### src/rtl/gb_timer_if.sv
// Register port of the Game Boy timer: FF04-FF07 access plus the IRQ line.
// The CPU side uses the master modport and the timer uses the slave modport.
interface gb_timer_if;
  logic [1:0] reg_addr;
  logic       reg_wr;
  logic [7:0] reg_wdata;
  logic [7:0] reg_rdata;
  logic       timer_irq;

  modport master (
    output reg_addr, reg_wr, reg_wdata,
    input  reg_rdata, timer_irq
  );

  modport slave (
    input  reg_addr, reg_wr, reg_wdata,
    output reg_rdata, timer_irq
  );
endinterface

### src/rtl/gb_timer.sv
// Game Boy DIV/TIMA/TMA/TAC timer with a one-cycle overflow IRQ.
// GB_TIMER_RELOAD_DELAY_EN adds the delayed TMA reload (DELAY_TICKS T-cycles).
module gb_timer #(
  parameter int SYS_CNT_W = 16
`ifdef GB_TIMER_RELOAD_DELAY_EN
  , parameter int DELAY_TICKS = 4
`endif
) (
  input  logic        clock_in,
  input  logic        reset_b,
  input  logic        tick_en,
  gb_timer_if.slave   bus
);

  logic [SYS_CNT_W-1:0] sys_cnt_q, sys_cnt_d;
  logic [7:0]           tima_q, tima_d;
  logic [7:0]           tma_q, tma_d;
  logic [2:0]           tac_q, tac_d;
  logic                 sel_q, sel_d;
  logic                 irq_q, irq_d;
  logic                 wr_div, wr_tima;
  logic                 wr_tma, wr_tac;
  logic                 inc;

`ifdef GB_TIMER_RELOAD_DELAY_EN
  localparam int PCW = $clog2(DELAY_TICKS + 1);
  logic           pend_q, pend_d;
  logic [PCW-1:0] pcnt_q, pcnt_d;
`endif

  function automatic logic sel_bit(
    input logic [1:0]           m,
    input logic [SYS_CNT_W-1:0] c
  );
    logic b;
    case (m)
      2'b00:   b = c[9];
      2'b01:   b = c[3];
      2'b10:   b = c[5];
      default: b = c[7];
    endcase
    return b;
  endfunction

  always_comb begin
    wr_div  = bus.reg_wr & (bus.reg_addr == 2'd0);
    wr_tima = bus.reg_wr & (bus.reg_addr == 2'd1);
    wr_tma  = bus.reg_wr & (bus.reg_addr == 2'd2);
    wr_tac  = bus.reg_wr & (bus.reg_addr == 2'd3);

    sys_cnt_d = sys_cnt_q;
    if (wr_div)
      sys_cnt_d = '0;
    else if (tick_en)
      sys_cnt_d = sys_cnt_q + 1'b1;

    tma_d = wr_tma ? bus.reg_wdata : tma_q;
    tac_d = wr_tac ? bus.reg_wdata[2:0] : tac_q;

    // Edge detect on post-update state so DIV/TAC writes glitch TIMA
    sel_d = tac_d[2] & sel_bit(tac_d[1:0], sys_cnt_d);
    inc   = sel_q & ~sel_d;

    tima_d = tima_q;
    irq_d  = 1'b0;
`ifdef GB_TIMER_RELOAD_DELAY_EN
    pend_d = pend_q;
    pcnt_d = pcnt_q;
    if (wr_tima) begin
      tima_d = bus.reg_wdata;
      pend_d = 1'b0;
      pcnt_d = '0;
    end else if (pend_q) begin
      if (tick_en) begin
        if (pcnt_q == PCW'(DELAY_TICKS - 1)) begin
          tima_d = tma_d;
          irq_d  = 1'b1;
          pend_d = 1'b0;
          pcnt_d = '0;
        end else begin
          pcnt_d = pcnt_q + 1'b1;
        end
      end
    end else if (inc) begin
      if (tima_q == 8'hFF) begin
        tima_d = 8'h00;
        pend_d = 1'b1;
        pcnt_d = '0;
      end else begin
        tima_d = tima_q + 8'd1;
      end
    end
`else
    if (wr_tima) begin
      tima_d = bus.reg_wdata;
    end else if (inc) begin
      if (tima_q == 8'hFF) begin
        tima_d = tma_d;
        irq_d  = 1'b1;
      end else begin
        tima_d = tima_q + 8'd1;
      end
    end
`endif
  end

  always_ff @(posedge clock_in) begin
    if (!reset_b) begin
      sys_cnt_q <= '0;
      tima_q    <= '0;
      tma_q     <= '0;
      tac_q     <= '0;
      sel_q     <= 1'b0;
      irq_q     <= 1'b0;
    end else begin
      sys_cnt_q <= sys_cnt_d;
      tima_q    <= tima_d;
      tma_q     <= tma_d;
      tac_q     <= tac_d;
      sel_q     <= sel_d;
      irq_q     <= irq_d;
    end
  end

`ifdef GB_TIMER_RELOAD_DELAY_EN
  always_ff @(posedge clock_in) begin
    if (!reset_b) begin
      pend_q <= 1'b0;
      pcnt_q <= '0;
    end else begin
      pend_q <= pend_d;
      pcnt_q <= pcnt_d;
    end
  end
`endif

  always_comb begin
    bus.reg_rdata = 8'h00;
    case (bus.reg_addr)
      2'd0:    bus.reg_rdata = sys_cnt_q[SYS_CNT_W-1 -: 8];
      2'd1:    bus.reg_rdata = tima_q;
      2'd2:    bus.reg_rdata = tma_q;
      default: bus.reg_rdata = {5'b11111, tac_q};
    endcase
  end

  assign bus.timer_irq = irq_q;

endmodule

### src/flat_wrapper.sv
// flat-port wrapper written by rule: the top's interface ports become plain ports
module gb_timer_flat 
#(
  parameter int SYS_CNT_W = 16

)
  (clock_in, reset_b, tick_en, bus_reg_addr, bus_reg_wr, bus_reg_wdata, bus_reg_rdata, bus_timer_irq);
  gb_timer_if bus_i ();
  input  logic clock_in;
  input  logic reset_b;
  input  logic tick_en;
  input wire logic [$bits(bus_i.reg_addr)-1:0] bus_reg_addr;
  input wire logic [$bits(bus_i.reg_wr)-1:0] bus_reg_wr;
  input wire logic [$bits(bus_i.reg_wdata)-1:0] bus_reg_wdata;
  output wire logic [$bits(bus_i.reg_rdata)-1:0] bus_reg_rdata;
  output wire logic [$bits(bus_i.timer_irq)-1:0] bus_timer_irq;
  assign bus_i.reg_addr = bus_reg_addr;
  assign bus_i.reg_wr = bus_reg_wr;
  assign bus_i.reg_wdata = bus_reg_wdata;
  assign bus_reg_rdata = bus_i.reg_rdata;
  assign bus_timer_irq = bus_i.timer_irq;
  gb_timer #(.SYS_CNT_W(SYS_CNT_W)) u_core (.clock_in(clock_in), .reset_b(reset_b), .tick_en(tick_en), .bus(bus_i));
endmodule
### config.mk
export PLATFORM = sky130hd
export DESIGN_NAME = gb_timer_flat
export DESIGN_NICKNAME = d
export VERILOG_FILES = /design/src/rtl/gb_timer_if.sv /design/src/rtl/gb_timer.sv /design/src/flat_wrapper.sv
export SDC_FILE = /design/constraint.sdc
export NUM_CORES = 1
export LEC_CHECK = 0
export CORE_MARGIN = 2
export CORE_UTILIZATION = 35
export DETAILED_ROUTE_END_ITERATION = 10
export PLACE_DENSITY = 0.51
export SETUP_SLACK_MARGIN = 0.02
export SLEW_MARGIN = 25
export SYNTH_ARGS = -nofsm -noshare
export SYNTH_HDL_FRONTEND = slang
export SYNTH_SLANG_ARGS = --single-unit
### constraint.sdc
create_clock -name clock_in -period 5.19 [get_ports clock_in]
set_input_delay 1.038 -clock clock_in [delete_from_list [all_inputs] [get_ports clock_in]]
set_output_delay 1.038 -clock clock_in [all_outputs]
set_load 0.01 [all_outputs]
Word level (Yosys, flattened, before mapping)
Index checks and enable logic that the tools add are counted.

Divide/modulo/power cells: 0. Bitwise logic cells: 9. $mul: 0. Equal/unequal tests: 6. Shift operators: 0. Multiplexer cells: 10. $add $sub $neg: 2. $lt $le $gt $ge: 0. Reductions and logical operators: 5.

Operator list (number): 8-bit 2-to-1 mux (4); 8-bit one-hot mux with 3 select lines (1); 10-bit 2-to-1 mux (2); 16-bit by 1-bit adder with 16-bit output (second input constant) (1); 8-bit by 1-bit adder with 8-bit output (second input constant) (1); 8-bit equality test (second input constant) (1); 1-bit bitwise AND (6); 2-bit equality test (second input constant) (3); 2-bit by 1-bit equality test with 1-bit output (second input constant) (2); 2-bit logical NOT (2); 3-bit 2-to-1 mux (1); 1-bit inverter (3); 1-bit one-hot mux with 3 select lines (1); 3-bit OR reduction (1); 2-bit nonzero test (1); 2-bit OR reduction (1); 1-bit 2-to-1 mux (1).

Bits in writable memories: 0. Memories kept: 0. Word-level logic and storage cells: 39. Bits in latches: 0. Input port bits: 14. Register bits after elaboration: 37. Output and inout bits: 9. Memory bits (read-only): 0.

Logic depth before layout (Yosys ltp)
Gate-level depths: netlist (run 1).

Depth in word-level cells: 10. Depth in mapped cells: 8. Gate-level depth less buffers: 7.

Worst setup path before layout (run 1)
No wires, ideal clock.

Kind: input-to-output. Start point: input bus_reg_addr[1]. End point: output bus_reg_rdata[1]. Stages on the path: 2. Buffers on the path: 1. Path slack: 2.216 ns. Data arrival time: 1.936 ns. Required time: 4.152 ns. Path through: buf_1 mux4_2.

Longest elaborated chain between the ends: 2. Elaborated cells between the ends (all ways): 4. Those cells by class: eq/ne: 2; mux: 1; reduce/logical: 1.

Ends and longest elaborated chain: from (decl) (line flat_wrapper.sv:12) `input wire logic [$bits(bus_i.reg_addr)-1:0] bus_reg_addr;`; 2-bit equality test, or another cell as far along (line gb_timer.sv:139) `case (bus.reg_addr)`; 8-bit one-hot mux with 3 select lines * (line gb_timer.sv:139); to (decl) (line flat_wrapper.sv:15) `output wire logic [$bits(bus_i.reg_rdata)-1:0] bus_reg_rdata;`.

Every way passes the cells marked *; elsewhere a longest branch is shown, timed or not.

Worst setup path in the final report (run 1)
Start point: input bus_reg_addr[1]. End point: output bus_reg_rdata[7].

The elaborated chain is that of the path after synthesis.

==> qor.csv, run 1 <==
stage,metric,value,unit
run_status,status,"finished, final reports clean",
pwr,sequential share of power,50.6,%
logic_synthesis,Synthesis Warnings,0,
clock_tree,TritonCTS clock tree,built,
drt,Iter 0 DRT Violations,44,
setup_path,R2R setup slack,2.70,ns
clock_tree,CTS root buffer,clkbuf_8,
placed_design,DP Worst Slack,1.10,ns
drt,routed length per instance,14.9,um
logic_synthesis,"Seq/Total Area, Yosys",37.6,%
setup_path,worst-path fanout max,13,
logic_synthesis,top cell type's share of synthesized area,37.6,%
logic_synthesis,"top cells by area, synth","dfxtp_1, mux2i_1, mux2_2, xor2_1, nor2_1",
floorplan,die area,6250,um^2
pwr,sw power,0.146,mW
grt,largest net degree at the start of global routing,23,
setup_path,nature of the critical path endpoint,output pin,
logic_synthesis,"FF+latch count, synth",37,
floorplan,die height,79.0,um
logic_synthesis,Post-synth ARST share,0,%
pwr,Net Sw Frac,24.7,%
clock_tree,CTS sink cnt,37,
job,max_cap viols,0,
clock_tree,post-CTS sizing,0,
setup_path,Crit Path Class,in -> out,
worst_hold_path,min-delay worst type,reg -> reg,
timing,Final WS setup,1.15,ns
grt,GRT overflow,0,
floorplan,Cell Rows,27,
pwr,PD cells,253,nW/um^2
logic_synthesis,Mapped Nets,233,
drt,DRC,0,
setup_path,r2r endpoint,u_core.tima_q[7],
timing,setup TNS,0,ns
layout,share of layout cells above drive strength 1,11.3,%
timing,fin crit share,77.8,%
timing,Final Slew Violations,0,
drt,routed wire length,4620,um
logic_synthesis,dominant synthesized flop cell,dfxtp_1,
timing,slew of the pin with the lowest slew margin,0.912,ns
drt,vias per inst,5.21,
setup_path,R2R cell count,7,
clock_tree,htree depth,2,
pwr,Pint,0.446,mW
floorplan,Top Ports,23,
drt,drt pass-1 iters,4,
timing,RSZ-0062 raised after global routing,false,
drt,vias,1615,
logic_synthesis,Gate Count Post-Synth,217,
grt,total track usage,16.0,%
drt,"antenna viol nets, final",0,
logic_synthesis,Post-synth EDFFs,0,
pwr,Worst VDD drop,0.0000957,V
timing,final count of hold timing violations,0,
timing,crit path time final,4.04,ns
setup_path,Worst EP required,4.15,ns
placed_design,Port Buffers,22,
layout,Nets,253,
floorplan,CORE AREA,5470,um^2
setup_path,reg2reg start,u_core.sys_cnt_q[3],
grt,antenna violations before repair,0,
timing,final hold slack,0.521,ns
grt,vias in the first global route,1475,
timing,Final setup viols,0,
logic_synthesis,Synth cell types,39,
clock_tree,cts bufs inserted,5,
timing,relative slew slack,38.7,%
placed_design,DP HPWL,3330,um
setup_path,critical path launch point type,input port,
setup_path,CP startpoint,bus_reg_addr[1],
timing,fmax,0.248,GHz
placed_design,gp weighted congestion,0.788,
clock_tree,"Clk pin slew, worst setup/hold paths",0.07,ns
setup_path,"Arr. time, crit path",3.00,ns
layout,# diodes,0,
logic_synthesis,Avg Inst Size Synth,9.08,um^2
floorplan,initial core utilization,36.0,%
logic_synthesis,cell taking the most area after synthesis,dfxtp_1,
logic_synthesis,Mapped Area,1970,um^2
layout,Layout area overhead,18.9,%
pwr,part of the power in combinational logic,11.4,%
pwr,leak pwr,0.874,nW
clock_tree,Worst-Skew Late Latency,0.29,ns
clock_tree,setup bufs post-CTS,0,
floorplan,Die W,79.0,um
pwr,clock share of power,38.0,%
setup_path,CP Capture Point,bus_reg_rdata[7],
grt,global-route wire length before repair,7670,um
clock_tree,CTS Hold Bufs,0,
clock_tree,CTS Buffer Depth,2,
timing,Worst Skew,0.00632,ns
==> worst min-delay path by stage <==
stage                         startpoint  slack [ns]                   end  cells past startpoint
floorplan           u_core.sys_cnt_q[15]        0.46  u_core.sys_cnt_q[15]                      2
global placement    u_core.sys_cnt_q[15]        0.50  u_core.sys_cnt_q[15]                      2
detailed placement  u_core.sys_cnt_q[15]        0.50  u_core.sys_cnt_q[15]                      2
CTS                 u_core.sys_cnt_q[15]        0.52  u_core.sys_cnt_q[15]                      2
global route        u_core.sys_cnt_q[15]        0.54  u_core.sys_cnt_q[15]                      2
finish              u_core.sys_cnt_q[15]        0.52  u_core.sys_cnt_q[15]                      2
==> power by group through the flow <==
stage               clock network (mW)  logic (mW)  registers (mW)
floorplan                            0      0.0403           0.303
global placement                     0      0.0678           0.307
detailed placement                   0      0.0678           0.306
CTS                              0.232      0.0683           0.299
global route                     0.247      0.0745           0.301
finish                           0.225      0.0676           0.299
==> synth_stat cells (4+ instances only) <==
cell type and number:
dfxtp_1 37, nand2_1 16, clkbuf_1 5, xor2_1 10
nor2b_1 10, xnor2_1 5, o22a_1 5, a21oi_1 7
mux2i_1 15, o21ai_0 15, a31oi_1 4, or3_1 4
mux2_2 8, inv_1 5, nand4_1 6, nor2_1 20
nand3_1 7
==> sequential cells by signal, indices dropped and copies added (netlist names) <==
signal,count
u_core.sys_cnt_q,16
u_core.tima_q,8
u_core.tma_q,8
u_core.tac_q,3
u_core.bus.timer_irq,1
u_core.sel_q,1
==> layer usage <==
metal	global-route usage, %	wire [um]	up-vias
met5	0	0	-
met4	6.21	101	0
met3	5.45	162	10
met2	24.4	2130	22
met1	20.9	2230	765
li1	-	-	818
==> cell type report <==
type / instances / area [um^2]
Multi-Input combinational cell: 166 / 1170
Clock inverter: 1 / 5.00
Fill cell: 576 / 3130
Timing Repair Buffer: 22 / 220
Clock buffer: 7 / 96.3
Sequential cell: 37 / 741
Tap cell: 72 / 90.1
Inverter: 5 / 18.8
==> cells by family after synthesis <==
| logic type | Yosys count | share of synthesized area, % |
|---|---|---|
| buf+inv | 14 | 3.11 |
| mux | 26 | 15.6 |
| flops | 37 | 37.6 |
| xor+xnor | 15 | 6.67 |
| compound gates | 42 | 13.3 |
| fa+ha+maj | 2 | 1.27 |
| simple gates | 81 | 22.4 |
==> worst max-delay path, stage by stage <==
cell and delay [ns]:
clkdlybuf4s50_1 0.84, inv_1 0.18, nand2_1 0.20, o22a_1 0.20, clkdlybuf4s50_1 0.54
==> cell usage in the layout, fill, tap and decap left out <==
cell             count
a211o_1              3
a21boi_0             1
a21oi_1              7
a221o_1              1
a22oi_1              1
a31oi_1              4
and2_1               3
and3_2               1
clkbuf_8             7
clkdlybuf4s50_1     22
clkinv_2             1
dfxtp_1             37
ha_1                 2
inv_1                5
mux2_2               8
mux2i_1             15
mux4_2               3
nand2_1             16
nand2b_1             3
nand3_1              7
nand3b_1             1
nand4_1              6
nand4_4              1
nor2_1              20
nor2b_1             10
nor3_1               3
nor3b_1              2
nor4_4               1
o21ai_0             15
o21ai_2              2
o22a_1               5
o22ai_1              3
or2_2                2
or3_1                4
or4_2                1
xnor2_1              5
xor2_1              10
==> stage by stage <==
step	utilization, %	std cells	total power, mW	cell area [um^2]
floorplan	-	217	0.343	1970
finish	42.8	310	0.592	2340
CTS	42.8	310	0.600	2340
global route	42.8	310	0.622	2340
detailed placement	41.0	302	0.374	2240
global placement	40.9	302	0.374	2240
Note: power is estimated with default switching activity, not from simulation.
==> inputs of run 2 (changes only) <==
- PLACE_DENSITY: 0.51 -> 0.53
- clock period: 5.19 -> 3.6 ns (I/O delays scaled with it)
==> run 2 against run 1 <==
Against the previous run:
- sequential power up 44%
- hold slack lost 0.018 ns
- non-clock buffer count up 4
- highest routed layer unchanged
- cell area increased by 0.48%
- utilization is 0.21 points higher
- critical path depth unchanged
- register-to-register slack worse by 1.3 ns
- final cell count grew 0.97%
- critical endpoint is now bus_reg_rdata[5]
- die area stayed put
==> qor.csv, run 2 (synthesized netlist as in run 1, its figures left out) <==
stage,metric,value,unit
timing,relative slew slack,43.9,%
grt,total track usage,15.4,%
pwr,Net Sw Frac,24.1,%
drt,routed length per instance,14.2,um
timing,RSZ-0062 raised after global routing,false,
grt,global-route wire length before repair,7400,um
grt,largest net degree at the start of global routing,23,
timing,slew of the pin with the lowest slew margin,0.835,ns
layout,max FFs per register,16,
setup_path,"Arr. time, crit path",2.47,ns
layout,"Most flops, register",u_core.sys_cnt_q,
setup_path,critical path launch point type,input port,
setup_path,reg2reg start,u_core.sys_cnt_q[3],
floorplan,Die W,79.0,um
grt,antenna violations before repair,0,
worst_hold_path,min-delay worst type,reg -> reg,
timing,fin crit share,88.5,%
drt,Iter 0 DRT Violations,45,
setup_path,Worst EP required,2.88,ns
timing,crit path time final,3.19,ns
setup_path,worst-path fanout max,8,
clock_tree,cts bufs inserted,5,
placed_design,DP HPWL,3270,um
job,max_cap viols,0,
pwr,total power,0.822,mW
pwr,leak pwr,0.882,nW
placed_design,DP Area,2270,um^2
setup_path,R2R setup slack,1.42,ns
pwr,Worst VDD drop,0.000184,V
placed_design,Port Buffers,22,
placed_design,DP Worst Slack,0.392,ns
timing,fmax,0.314,GHz
clock_tree,CTS root buffer,clkbuf_8,
drt,"antenna viol nets, final",0,
clock_tree,CTS Hold Bufs,0,
clock_tree,Worst-Skew Late Latency,0.28,ns
clock_tree,"Clk pin slew, worst setup/hold paths",0.07,ns
floorplan,Top Ports,23,
timing,Worst Skew,0.00358,ns
floorplan,die height,79.0,um
setup_path,r2r endpoint,u_core.tima_q[6],
layout,"commonest non-fill, non-tap cells in the layout","dfxtp_1, clkdlybuf4s50_1, nor2_1, nand2_1",
clock_tree,post-CTS sizing,0,
pwr,sequential share of power,52.5,%
layout,Nets,257,
layout,"non-filler cells, final",313,
grt,GRT overflow,0,
layout,Finished Core Util,43.0,%
pwr,part of the power in combinational logic,12.1,%
worst_hold_path,hold_sp,u_core.sys_cnt_q[15],
drt,drt pass-1 iters,4,
setup_path,CP Capture Point,bus_reg_rdata[5],
pwr,Pint,0.624,mW
clock_tree,CTS sink cnt,37,
layout,Post-Layout Inst Area,2350,um^2
timing,Final Slew Violations,0,
layout,"commonest non-fill, non-tap cell in the layout",dfxtp_1,
setup_path,CP startpoint,bus_reg_addr[0],
layout,largest registers,"u_core.sys_cnt_q (16), u_core.tima_q (8), u_core.tma_q (8)",
drt,routed wire length,4460,um
floorplan,Cell Rows,27,
clock_tree,setup bufs post-CTS,0,
timing,final count of hold timing violations,0,
worst_hold_path,Hold Path Depth,2,
timing,Final WS setup,0.415,ns
timing,final hold slack,0.503,ns
run_status,status,"finished, final reports clean",
setup_path,R2R cell count,8,
floorplan,CORE AREA,5470,um^2
setup_path,nature of the critical path endpoint,output pin,
pwr,clock share of power,35.4,%
drt,DRC,0,
layout,share of layout cells above drive strength 1,11.6,%
timing,setup TNS,0,ns
drt,vias per inst,5.07,
timing,Final setup viols,0,
layout,Layout area overhead,19.5,%
placed_design,gp weighted congestion,0.779,
grt,vias in the first global route,1467,
pwr,PD cells,349,nW/um^2
pwr,sw power,0.198,mW
floorplan,die area,6250,um^2
placed_design,Inst Count DP,306,
layout,# diodes,0,
setup_path,Crit Path Class,in -> out,
floorplan,initial core utilization,36.0,%
clock_tree,htree depth,2,
clock_tree,TritonCTS clock tree,built,
drt,vias,1588,
clock_tree,CTS Buffer Depth,2,
==> run 2: changes by cell type in the layout (fill, tap and decap cells not counted) <==
cell / change
o21ai_2: -1
clkinv_2: -1
clkbuf_8: -1
buf_4: +4
clkbuf_1: +1
o21ai_1: +1
==> run 2: how the worst min path moves through the flow <==
stage                                 endpoint  slack, ns
after floorplan           u_core.sys_cnt_q[15]       0.46
after global placement    u_core.sys_cnt_q[15]       0.48
after detailed placement  u_core.sys_cnt_q[15]       0.49
after CTS                 u_core.sys_cnt_q[15]       0.51
after global routing      u_core.sys_cnt_q[15]       0.54
final                     u_core.sys_cnt_q[15]       0.50
==> run 2: final cells by class <==
class	count	area, um^2
sequential	37	741
tap	72	90.1
multi-input combinational	166	1170
clock buffer	7	86.3
timing repair buffer	26	250
inverter	5	18.8
fill	562	3120
==> run 2: power groups by stage <==
stage                     combinational (mW)  clock, mW  sequential [mW]
final                                 0.0994      0.291            0.432
after global routing                   0.109      0.321            0.433
after CTS                              0.101      0.302            0.432
after detailed placement               0.100          0            0.441
after global placement                 0.101          0            0.441
after floorplan                       0.0582          0            0.437
==> run 2: metal layers <==
layer  share of wire, %  track usage, %  vias up
li1                   -               -      817
met1                 50            21.0      740
met2                 45            23.9       23
met3                3.0            3.75        8
met4                1.3            4.66        0
met5                  0               0        -
==> run 2: critical path, stage by stage <==
cell and delay (ns):
clkdlybuf4s50_1 0.64, buf_4 0.22, nand2_1 0.15, o22a_1 0.25, clkdlybuf4s50_1 0.48
